--- config.mk ---
export PLATFORM = sky130hd
export DESIGN_NAME = serial_adder
export DESIGN_NICKNAME = d
export VERILOG_FILES = /design/src/rtl/serial_adder_pkg.sv /design/src/rtl/serial_adder_full_adder.sv /design/src/rtl/serial_adder.sv
export SDC_FILE = /design/constraint.sdc
export NUM_CORES = 1
export LEC_CHECK = 0
export ABC_AREA = 1
export BUFFER_PORTS_ARGS = -buffer_cell sky130_fd_sc_hd__buf_2
export CORE_MARGIN = 2
export CORE_UTILIZATION = 40
export CTS_BUF_LIST = sky130_fd_sc_hd__clkbuf_4
export CTS_CLUSTER_SIZE = 24
export DETAILED_ROUTE_END_ITERATION = 6
export GPL_TIMING_DRIVEN = 0
export HOLD_SLACK_MARGIN = 0.1
export PLACE_DENSITY = 0.68
export SYNTH_ARGS = -nofsm -noshare
export SYNTH_HDL_FRONTEND = slang
export SYNTH_HIERARCHICAL = 1
export SYNTH_SLANG_ARGS = --single-unit
--- constraint.sdc ---
create_clock -name clk -period 1.38 [get_ports clk]
set_clock_uncertainty 0.05 [all_clocks]
set_input_delay 0.138 -clock clk [delete_from_list [all_inputs] [get_ports clk]]
set_output_delay 0.138 -clock clk [all_outputs]
set_load 0.05 [all_outputs]
--- src/rtl/serial_adder_pkg.sv ---
// Shared definitions for the bit-serial adder.
// State encoding and default operand width.
package serial_adder_pkg;

    localparam int WIDTH_DEF = 8;

    typedef logic [1:0] state_t;

    localparam state_t S_IDLE  = 2'd0;
    localparam state_t S_SHIFT = 2'd1;
    localparam state_t S_DONE  = 2'd2;

endpackage

--- src/rtl/serial_adder_full_adder.sv ---
// One-bit full adder built from two half adders.
// The carries of both half adders are ORed together.
module full_adder (
    input  logic a,
    input  logic b,
    input  logic ci,
    output logic s,
    output logic co
);

    logic s1;
    logic c1;
    logic c2;

    // first half adder on the operand bits
    assign s1 = a ^ b;
    assign c1 = a & b;

    // second half adder folds in the carry
    assign s  = s1 ^ ci;
    assign c2 = s1 & ci;

    assign co = c1 | c2;

endmodule

--- src/rtl/serial_adder.sv ---
// Bit-serial adder: one full-adder slice, LSB first.
// WIDTH shift cycles per operation, then a done pulse.
module serial_adder
    import serial_adder_pkg::*;
#(
    parameter int WIDTH = WIDTH_DEF
) (
    input  logic             clk,
    input  logic             rst_n,
    input  logic             start,
    input  logic [WIDTH-1:0] a,
    input  logic [WIDTH-1:0] b,
    input  logic             cin,
    output logic             busy,
    output logic             done,
    output logic [WIDTH-1:0] sum,
    output logic             cout
);

    localparam int CW = $clog2(WIDTH);
    localparam logic [CW-1:0] LAST = CW'(WIDTH - 1);

    state_t           state;
    logic [WIDTH-1:0] ra;
    logic [WIDTH-1:0] rb;
    logic [CW-1:0]    cnt;
    logic             carry;
    logic             fa_s;
    logic             fa_co;
    logic             accept;

    // a new operation may begin whenever no bits are in flight
    assign accept = start && (state != S_SHIFT);

    assign busy = (state == S_SHIFT);
    assign done = (state == S_DONE);
    assign cout = carry;

    full_adder u_fa (
        .a  (ra[0]),
        .b  (rb[0]),
        .ci (carry),
        .s  (fa_s),
        .co (fa_co)
    );

    // operand capture, shifting datapath and state sequencing
    always_ff @(posedge clk or negedge rst_n) begin
        if (!rst_n) begin
            state <= S_IDLE;
            ra    <= '0;
            rb    <= '0;
            cnt   <= '0;
            carry <= 1'b0;
            sum   <= '0;
        end else if (accept) begin
            state <= S_SHIFT;
            ra    <= a;
            rb    <= b;
            carry <= cin;
            cnt   <= '0;
            sum   <= '0;
        end else begin
            case (state)
                S_SHIFT: begin
                    ra    <= ra >> 1;
                    rb    <= rb >> 1;
                    carry <= fa_co;
                    sum   <= {fa_s, sum[WIDTH-1:1]};
                    cnt   <= cnt + 1'b1;
                    if (cnt == LAST)
                        state <= S_DONE;
                end
                S_DONE:  state <= S_IDLE;
                default: state <= S_IDLE;
            endcase
        end
    end

endmodule
==> impl_metrics.json <==
{
  "diodes": 0,
  "syn2layout_area_growth_pct": 36.34,
  "startpoint_type": "register",
  "portBuffers": 29,
  "worstHoldPathType": "primary input to async pin",
  "initial_core_util_pct": 41.58,
  "relSlewSlack_pct": 55.76,
  "multiInputGateArea_um2": 526.8,
  "ir_drop_uv": 1014,
  "seq_area_frac_synth_pct": 54.10,
  "worst_ep_arrival_time_ns": 1.17,
  "critPathKind": "register to primary output",
  "synth.distinct_cells": 18,
  "clkTransAtPathRegs_ns": 0.10,
  "required_ns": 1.19,
  "cts_tree": "yes",
  "core_area_um2": 3337,
  "power.net_switching_mw": 1.895,
  "dieHeight_um": 62.90,
  "switching_share_pct": 45.48,
  "grt_max_degree": 31,
  "clock_latency_ns": 0.33,
  "synth_top_area_share_pct": 54.10,
  "setup_tns_ns": 0,
  "grtUsageTotal_pct": 18.91,
  "grt_pass1_wl_um": 5658,
  "drive_gt1_share_pct": 28.57,
  "end_kind": "primary output",
  "critPathMaxFanout": 6,
  "regArea_um2": 752.0,
  "h-tree-depth": 2,
  "synth_area_leaders": "dfrtp_1 (54%), nand3_1 (21%), nand2_1 (8.7%), buf_6 (3.2%), ha_1 (1.8%)",
  "syn_inst": 150,
  "power_density_nw_per_um2": 2202,
  "rows": 21,
  "wl_per_cell_um": 13.27,
  "nets": 233,
  "die_width_um": 62.90,
  "clkPwrFrac_pct": 12.1,
  "dr.pass1.iters": 4,
  "cts_buffer_depth": 2,
  "detail_route.vias_per_cell": 5.039,
  "synth_top_area_cell": "dfrtp_1",
  "p_int_mw": 2.271,
  "wirelength_um": 3396,
  "rsz0062_at_grt": "true",
  "fillers": 309,
  "drtIter0Drc": 60,
  "synth_fp_nets": 173,
  "mostFrequentLayoutCells": "nand3_1 (57), nand2_1 (32), buf_2 (31), dfrtp_1 (29), dlygate4sd3_1 (19)",
  "synth_area_um2": 1388,
  "grt-ovfl-total": 0,
  "final-hold-violation-count": 0,
  "dpl.hpwl_um": 2157,
  "cts-buffers-inserted": 5,
  "antenna_found_initial": 0,
  "drv_slew": 0,
  "p_seq_share_pct": 35.5,
  "clock_sinks": 30,
  "holdWs_ns": 0.3290,
  "status": "finished clean",
  "finalCritPeriodShare_pct": 98.36,
  "worst_pin_slew_ns": 0.6636,
  "syn_avg_cell_area_um2": 9.251,
  "ant_nets": 0,
  "total_power_mw": 4.166,
  "dieArea_um2": 3956,
  "drc_errors": 0,
  "gp_congestion": 0.8102,
  "max_freq_ghz": 0.7367,
  "final_common_cell": "nand3_1",
  "first_global_vias": 1233,
  "cts_root_buf": "clkbuf_4",
  "power_frac_comb_pct": 52.4,
  "min_period_ns": 1.357,
  "p_leak_nw": 0.9643,
  "cap_violations": 0,
  "io_pins": 31,
  "ys_warn_count": 6,
  "setup_viol": 0,
  "vias": 1290,
  "synth_seq_cells": 30
}
==> path summary, 6_finish.rpt <==
kind / start / endpoint / slack [ns] / cells past startpoint
max: state[1] / busy / 0.02 / 3
min: rst_n / sum[2] / 0.33 / 2
max reg2reg: state[0] / ra[3] / 0.16 / 5
min reg2reg: ra[6] / ra[5] / 0.45 / 2
max in group asynchronous: rst_n / cout / 0.48 / 2
min in group clk: ra[6] / ra[5] / 0.45 / 2
==> logic make-up (layout without fill, tap and decap cells) <==
group	after synthesis	count (layout)	synth area share [%]
buffers and inverters	17	77	8.475
DFF	30	30	54.10
and+or+nand+nor	94	94	31.74
adders and majority gates	3	3	3.246
AOI/OAI and AO/OA	6	6	2.434
==> power by group through the flow <==
| stage | Combinational, mW | Clock, mW | Sequential, mW |
|---|---|---|---|
| 5_1_grt | 2.39 | 0.546 | 1.53 |
| 3_3_place_gp | 1.92 | 0 | 1.47 |
| 6_report | 2.18 | 0.504 | 1.48 |
| 4_1_cts | 2.10 | 0.524 | 1.47 |
| 3_5_place_dp | 1.96 | 0 | 1.49 |
| 2_1_floorplan | 1.12 | 0 | 1.84 |
==> synth_stat cells <==
library cell  count
nor2_1            2
nand3_2           1
nand2_2           1
dfrtp_1          30
o21ai_1           2
nand2_1          32
buf_8             1
buf_6             4
buf_2             4
inv_1             3
inv_2             3
nand3_1          57
o21ai_0           3
buf_4             2
fa_1              1
ha_1              2
a21oi_2           1
nor2_4            1
==> worst max-delay path, cell delays in order, from the launching register on <==
cell	delay, ns
dfrtp_1	0.43
nor2_4	0.13
buf_6	0.13
buf_8	0.14
==> layer usage <==
metal	up-vias	part of all wire, %	GRT usage [%]
li1	625	-	-
met2	28	49	28.72
met5	-	0	0
met1	627	44	24.45
met3	10	3.5	3.423
met4	0	3.2	12.78
==> layout make-up <==
type,count,area share [%]
Sequential cell,30,39.75
Clock buffer,6,2.381
Timing Repair Buffer,53,20.57
Multi-Input combinational cell,103,27.84
Inverter,6,1.190
Buffer,11,5.026
Tap cell,46,3.042
Clock inverter,1,0.1984
==> sequential cells by signal, indices dropped and copies added, names as in the netlist <==
signal and cells:
cout 1, state 2, ra 8, sum 8
cnt 3, rb 8
==> through the flow <==
step	area (um2)	util, %	setup slack, ns	cells
finish	1892	56.69	0.02258	256
global route	1892	56.69	-0.002403	256
CTS	1861	55.76	0.0003919	253
detailed placement	1592	47.69	0.1624	225
global placement	1592	47.69	0.1643	225
floorplan	1389	-	0.1145	150
==> timing repair <==
item                                    in CTS  in global routing
pin swaps                                    1                  1
hold endpoints to repair                    47                  0
endpoints found under the setup margin       1                  2
resized for setup                            5                  2
setup buffers                                2                  3
cloned                                       0                  0
hold buffers                                19                  0
Power figures use the tool's default switching activity.
